### src/rtl/serial_subtractor_if.sv
// Start/done handshake and operand/result bundle for the bit-serial subtractor.
// The master drives the request; the slave (the subtractor) returns status and results.
interface serial_subtractor_if #(
  parameter int unsigned WIDTH = 4
) ();
  logic             start;
  logic [WIDTH-1:0] a;
  logic [WIDTH-1:0] b;
  logic             b_in;
  logic             busy;
  logic             done;
  logic [WIDTH-1:0] diff;
  logic             b_out;
  logic             overflow;

  modport master (
    output start, a, b, b_in,
    input  busy, done, diff, b_out, overflow
  );

  modport slave (
    input  start, a, b, b_in,
    output busy, done, diff, b_out, overflow
  );
endinterface

### src/rtl/serial_subtractor.sv
// Bit-serial subtractor: diff = a - b - b_in, one full-subtractor bit per clock, LSB first.
// Results are held until the next operation completes or reset.
module serial_subtractor #(
  parameter int unsigned WIDTH = 4
) (
  input logic                clk,
  input logic                reset,
  serial_subtractor_if.slave bus
);

  localparam int unsigned CntW = (WIDTH > 1) ? $clog2(WIDTH) : 1;

  localparam logic [1:0] StIdle = 2'd0;
  localparam logic [1:0] StRun  = 2'd1;
  localparam logic [1:0] StDone = 2'd2;

  logic [1:0]       state_q, state_d;
  logic [WIDTH-1:0] a_sh_q, a_sh_d;
  logic [WIDTH-1:0] b_sh_q, b_sh_d;
  logic [WIDTH-1:0] res_q, res_d;
  logic [CntW-1:0]  cnt_q, cnt_d;
  logic             br_q, br_d;
  logic             a_msb_q, a_msb_d;
  logic             b_msb_q, b_msb_d;
  logic [WIDTH-1:0] diff_q, diff_d;
  logic             b_out_q, b_out_d;
  logic             ovf_q, ovf_d;

  logic             a_bit, b_bit, d_bit, br_next;
  logic [WIDTH-1:0] res_shift;

  // Single full-subtractor cell operating on the current LSBs.
  assign a_bit     = a_sh_q[0];
  assign b_bit     = b_sh_q[0];
  assign d_bit     = a_bit ^ b_bit ^ br_q;
  assign br_next   = (~a_bit & b_bit) | (~(a_bit ^ b_bit) & br_q);
  assign res_shift = {d_bit, res_q[WIDTH-1:1]};

  always_comb begin
    state_d = state_q;
    a_sh_d  = a_sh_q;
    b_sh_d  = b_sh_q;
    res_d   = res_q;
    cnt_d   = cnt_q;
    br_d    = br_q;
    a_msb_d = a_msb_q;
    b_msb_d = b_msb_q;
    diff_d  = diff_q;
    b_out_d = b_out_q;
    ovf_d   = ovf_q;
    case (state_q)
      StIdle: begin
        if (bus.start) begin
          a_sh_d  = bus.a;
          b_sh_d  = bus.b;
          br_d    = bus.b_in;
          a_msb_d = bus.a[WIDTH-1];
          b_msb_d = bus.b[WIDTH-1];
          cnt_d   = '0;
          state_d = StRun;
        end
      end
      StRun: begin
        a_sh_d = a_sh_q >> 1;
        b_sh_d = b_sh_q >> 1;
        br_d   = br_next;
        res_d  = res_shift;
        cnt_d  = cnt_q + CntW'(1);
        if (cnt_q == CntW'(WIDTH - 1)) begin
          // d_bit is the result MSB on the final bit.
          diff_d  = res_shift;
          b_out_d = br_next;
          ovf_d   = (a_msb_q ^ b_msb_q) & (d_bit ^ a_msb_q);
          state_d = StDone;
        end
      end
      StDone: begin
        state_d = StIdle;
      end
      default: begin
        state_d = StIdle;
      end
    endcase
  end

  always_ff @(posedge clk) begin
    if (reset) begin
      state_q <= StIdle;
      a_sh_q  <= '0;
      b_sh_q  <= '0;
      res_q   <= '0;
      cnt_q   <= '0;
      br_q    <= 1'b0;
      a_msb_q <= 1'b0;
      b_msb_q <= 1'b0;
      diff_q  <= '0;
      b_out_q <= 1'b0;
      ovf_q   <= 1'b0;
    end else begin
      state_q <= state_d;
      a_sh_q  <= a_sh_d;
      b_sh_q  <= b_sh_d;
      res_q   <= res_d;
      cnt_q   <= cnt_d;
      br_q    <= br_d;
      a_msb_q <= a_msb_d;
      b_msb_q <= b_msb_d;
      diff_q  <= diff_d;
      b_out_q <= b_out_d;
      ovf_q   <= ovf_d;
    end
  end

  assign bus.busy     = (state_q == StRun);
  assign bus.done     = (state_q == StDone);
  assign bus.diff     = diff_q;
  assign bus.b_out    = b_out_q;
  assign bus.overflow = ovf_q;

endmodule

### src/flat_wrapper.sv
// flat-port wrapper written by rule: the top's interface ports become plain ports
module serial_subtractor_flat 
#(
  parameter int unsigned WIDTH = 4
)
  (clk, reset, bus_start, bus_a, bus_b, bus_b_in, bus_busy, bus_done, bus_diff, bus_b_out, bus_overflow);
  serial_subtractor_if #(.WIDTH(WIDTH)) bus_i ();
  input logic clk;
  input logic reset;
  input wire logic [$bits(bus_i.start)-1:0] bus_start;
  input wire logic [$bits(bus_i.a)-1:0] bus_a;
  input wire logic [$bits(bus_i.b)-1:0] bus_b;
  input wire logic [$bits(bus_i.b_in)-1:0] bus_b_in;
  output wire logic [$bits(bus_i.busy)-1:0] bus_busy;
  output wire logic [$bits(bus_i.done)-1:0] bus_done;
  output wire logic [$bits(bus_i.diff)-1:0] bus_diff;
  output wire logic [$bits(bus_i.b_out)-1:0] bus_b_out;
  output wire logic [$bits(bus_i.overflow)-1:0] bus_overflow;
  assign bus_i.start = bus_start;
  assign bus_i.a = bus_a;
  assign bus_i.b = bus_b;
  assign bus_i.b_in = bus_b_in;
  assign bus_busy = bus_i.busy;
  assign bus_done = bus_i.done;
  assign bus_diff = bus_i.diff;
  assign bus_b_out = bus_i.b_out;
  assign bus_overflow = bus_i.overflow;
  serial_subtractor #(.WIDTH(WIDTH)) u_core (.clk(clk), .reset(reset), .bus(bus_i));
endmodule
### config.mk
export PLATFORM = sky130hd
export DESIGN_NAME = serial_subtractor_flat
export DESIGN_NICKNAME = d
export VERILOG_FILES = /design/src/rtl/serial_subtractor_if.sv /design/src/rtl/serial_subtractor.sv /design/src/flat_wrapper.sv
export SDC_FILE = /design/constraint.sdc
export NUM_CORES = 1
export LEC_CHECK = 0
export CELL_PAD_IN_SITES_DETAIL_PLACEMENT = 0
export CELL_PAD_IN_SITES_GLOBAL_PLACEMENT = 1
export CORE_MARGIN = 5
export CORE_UTILIZATION = 25
export DETAILED_ROUTE_END_ITERATION = 16
export PLACE_DENSITY_LB_ADDON = 0.1
export SETUP_SLACK_MARGIN = 0.05
export SYNTH_ARGS = -nofsm -noshare
export SYNTH_HDL_FRONTEND = slang
export SYNTH_SLANG_ARGS = --single-unit
export TNS_END_PERCENT = 1
### constraint.sdc
create_clock -name clk -period 2.17 [get_ports clk]
set_input_delay 0.217 -clock clk [delete_from_list [all_inputs] [get_ports clk]]
set_output_delay 0.217 -clock clk [all_outputs]
set_load 0.005 [all_outputs]
Word-level counts from Yosys, hierarchy flattened. Index checks and enable logic that the tools add are counted.

Flip-flop bits (word level): 25. Input port bits: 12.

Reductions and logical operators: 6. Equal/unequal tests: 5. Add/subtract/negate cells: 1. Bitwise operators: 10. Mux-type cells: 11.

Operators by type and width (count): $pmux 4 s2 (2); $mux 4 (2); $pmux 2 s2 (2); $reduce_and 2->1 (4); $mux 2 (3); $eq 2x2->1 const B (2); $xor 1x1->1 (4); $and 1x1->1 (3); $add 2x1->2 const B (1); $eq 2x1->1 const B (1); $logic_not 2->1 (1); $ne 2x1->1 const B (1); $ne 2x2->1 const B (1); $not 1->1 (2); $pmux 1 s2 (1); $reduce_bool 2->1 (1); $mux 1 (1); $or 1x1->1 (1).

Depth between registers and ports, before layout.
Depth in word-level cells: 5. Gate-level depth with buffers: 5. Depth with buffers taken out: 5.

Least setup slack after synthesis. No wires, ideal clock.

Path kind: register to register. Start point: reg u_core.b_sh_q[0]. End point: reg u_core.ovf_q (netlist: u_core.bus.overflow). Cell stages (with the launch flop): 6. Data required time: 2048 ps. Setup slack: 735 ps. Library setup time: 122 ps. Arrival time: 1313 ps. Path buffers: 0. Path through: dfxtp_1 -> inv_1 -> fa_1 -> and3b_1 -> a211oi_1 -> nor3_1.

Cells in the longest elaborated chain, start to end: 4.

Ends and longest elaborated chain: start, declared (line serial_subtractor.sv:19) `logic [WIDTH-1:0] b_sh_q, b_sh_d;`; start signal, assigned (line serial_subtractor.sv:102) `b_sh_q <= b_sh_d;`; $xor 1x1->1 (2 in a row) (line serial_subtractor.sv:35) `assign d_bit = a_bit ^ b_bit ^ br_q;`; via u_core.d_bit (line serial_subtractor.sv:29) `logic a_bit, b_bit, d_bit, br_next;`; $xor 1x1->1 (line serial_subtractor.sv:73) `ovf_d = (a_msb_q ^ b_msb_q) & (d_bit ^ a_msb_q);`; $and 1x1->1 (line serial_subtractor.sv:73); end signal, assigned (line serial_subtractor.sv:110) `ovf_q <= ovf_d;`; end, declared (line serial_subtractor.sv:27) `logic ovf_q, ovf_d;`.

The timed path passes the listed nets, and every way through them passes these cells. A chain may end at the register's enable or synchronous reset.

Final worst setup path.
Start point: reg u_core.state_q[1]. End point: out bus_busy.

Cells in the longest elaborated chain, start to end: 1.

Ends and longest elaborated chain: start, declared (line serial_subtractor.sv:17) `logic [1:0] state_q, state_d;`; start signal, assigned (line serial_subtractor.sv:88) `state_q <= StIdle;`; start signal, assigned (line serial_subtractor.sv:100) `state_q <= state_d;`; $eq 2x1->1 (line serial_subtractor.sv:114) `assign bus.busy = (state_q == StRun);`; end, declared (line flat_wrapper.sv:14) `output wire logic [$bits(bus_i.busy)-1:0] bus_busy;`.

Every way passes these cells.

==> results.md <==
- Crit path DAT: 1580 ps
- Worst skew pair latency: 260 ps
- Slowest stage delay, CP: 570 ps
- CP required: 1950 ps
- Gr ovfl total: 0
- Longest Clk Path Bufs: 2
- Vias in the first global route: 787
- Slew margin rel.: 0.749
- Largest net degree at the start of global routing: 25
- Initial Utilization: 0.261
- Cell Pwr Density: 692 mW/mm^2
- Distinct cell type count after synthesis: 28
- Placed instance count: 170
- Port Buffer Count: 19
- Crit path launch type: flip-flop
- Hold_buf cts: 0
- Worst vdd ir: 0.345 mV
- WL/cell: 12.7 um
- Layout Skew: 2.85 ps
- Crit Path Class: flip-flop to output port
- # DRC: 0
- Power Total: 0.910 mW
- Final period util: 0.830
- Status: complete, no violations
- RD Place Congestion: 0.655
- Die area: 0.00564 mm^2
- Total track usage: 0.0889
- Setup bufs post-CTS: 0
- Worst min path class: flip-flop to flip-flop
- Clock sink count: 24
- RSZ-0062 raised after global routing: false
- CTS clk-pin slew, worst paths: 90 ps
- Drt via density: 4.37
- Row Count: 23
- Drt first-iter violations: 27
- Layout cells sized above 1: 0.129
- Leak: 0.482 nW
- Fin crit period: 1800 ps
- ANT cells: 0
- Buf/Inv on CP: 1
- Vias: 761
- Drt first pass iters: 2
- Worst-path maximum fanout: 12
- Antenna violation net count after detailed routing: 0
- Synth Net Count: 120
- Core area: 0.00406 mm^2
- Antenna violations before repair: 0
- Width of the die: 75.1 um
- CTS Buf Count: 3
- Overall die height: 75.1 um
- Post-Route Setup TNS: 0 ps
- Max Fclk: 0.555 GHz
- Global-route wire length before repair: 3820 um
- CP delay by family, top: buffers and inverters
- H-tree depth: 1
- Mapped Cells: 106
- CTS tree: done
- Storage cell area: 480 um^2
- Layout fillers: 422
- Synthesis-stage register bit count: 24
- Ports: 20
- DP HPWL: 1510 um
- DRT Wirelength: 2220 um
- Mapped cell area: 0.00106 mm^2
- Worst path cell trace: nor2b_4 > clkdlybuf4s50_1
- Area of the multi-input gates: 502 um^2
- Count of yosys warnings during synthesis: 0
- PostCTS Resize Cnt: 0
- Clock root cell: clkbuf_8
- Synthesis-to-layout area growth: 24.3%
- Worst-Margin Slew: 376 ps
- Setup violators final: 0
- Final Hold Vio Count: 0
- CP Capture Type: output port
- NumNets Final: 139
- Syn_area_per_cell: 9.99 um^2
- Final-report max-slew violation count: 0
- Final instance count without filler cells: 174
- Maximum Capacitance Violations: 0
- Sequential share of the synthesized area: 0.454
- Critical Path Slowest Stage Cell: clkdlybuf4s50_1
## worst min-delay path, stage by stage, from the launching register on
cell     delay [ps]
dfxtp_1         320
nand2_1          50
a21oi_1          60
## cell usage after synthesis
master | n | area (um^2)
o21ba_4 | 1 | 16.3
buf_8 | 2 | 30.0
a211oi_2 | 3 | 37.5
a21oi_2 | 1 | 8.76
nor2_1 | 11 | 41.3
nand3_1 | 3 | 15.0
nor3b_1 | 1 | 7.51
a211oi_1 | 5 | 37.5
dfxtp_1 | 24 | 480
nor3_1 | 2 | 10.0
a21oi_1 | 10 | 50.1
nand2b_1 | 2 | 12.5
clkbuf_1 | 2 | 7.51
mux2i_1 | 11 | 110
inv_1 | 3 | 11.3
nor2b_4 | 1 | 13.8
buf_2 | 1 | 5.00
nand2_1 | 7 | 26.3
buf_6 | 2 | 22.5
fa_1 | 1 | 20.0
nor2b_1 | 1 | 6.26
nand3b_1 | 1 | 7.51
o21ai_0 | 4 | 20.0
ha_1 | 1 | 12.5
nor2_2 | 3 | 18.8
and3b_1 | 1 | 8.76
a311oi_1 | 1 | 8.76
o211ai_2 | 1 | 12.5
## report_power, final
part	total, mW	internal, mW	switching [mW]
clock network	0.304	0.162	0.142
logic	0.129	0.0649	0.0645
registers	0.477	0.463	0.0139
total	0.910	0.690	0.220
## registers in the layout (all words and copies together), names as in the netlist
signal,cells
u_core.a_msb_q,1
u_core.a_sh_q,4
u_core.b_msb_q,1
u_core.b_sh_q,4
u_core.br_q,1
u_core.bus.b_out,1
u_core.bus.diff,4
u_core.bus.overflow,1
u_core.cnt_q,2
u_core.res_q,3
u_core.state_q,2
## cell usage in the layout, fill, tap and decap left out, types with 2 or more instances in the layout
master / count
inv_1: 3
dfxtp_1: 24
a211oi_1: 5
clkdlybuf4s50_1: 19
nor2_2: 3
nand3_1: 3
nor3_1: 2
buf_4: 2
a21oi_1: 10
o21ai_0: 4
clkbuf_8: 4
mux2i_1: 11
nand2_1: 7
nor2_1: 11
a211oi_2: 3
nand2b_1: 2
## cell families (layout without fill, tap and decap cells)
kind of cell	count (synthesis)	after routing	share of synthesized area
simple gates	33	33	0.158
compound gates	26	26	0.181
flops	24	24	0.454
mux	11	11	0.104
buf+inv	10	28	0.0721
fa+ha+maj	2	2	0.0307
## layout make-up
class,count,share of cell area
multi-input cells,72,0.381
flip-flops and latches,24,0.365
repair buffers,21,0.156
well taps,50,0.0475
clock buffers,4,0.0418
inverters,3,0.00856
## worst paths after layout
kind                                         start                   to  cells after the start  slack, ps
worst min-delay path            u_core.bus.diff[2]   u_core.bus.diff[2]                      2        470
worst max register to register    u_core.b_sh_q[0]  u_core.bus.overflow                      5        620
worst min register to register  u_core.bus.diff[2]   u_core.bus.diff[2]                      2        470
worst max-delay path             u_core.state_q[1]             bus_busy                      2        370
## through the flow
stage | hold WS, ps | worst slack (ps) | instance area (um^2) | util
2_1_floorplan | 282 | 735 | 1060 | -
3_3_place_gp | 446 | 635 | 1260 | 0.311
3_5_place_dp | 452 | 614 | 1260 | 0.311
4_1_cts | 466 | 323 | 1320 | 0.324
5_1_grt | 496 | 265 | 1320 | 0.324
6_report | 467 | 369 | 1320 | 0.324
## per-layer routing
metal | up-vias | part of all wire | GRT usage
met5 | - | 0 | 0
met4 | 0 | 0.0045 | 0.0119
met3 | 2 | 0.044 | 0.0307
met2 | 14 | 0.42 | 0.137
met1 | 336 | 0.53 | 0.123
li1 | 409 | - | -
Note: power is estimated with default switching activity, not from simulation.
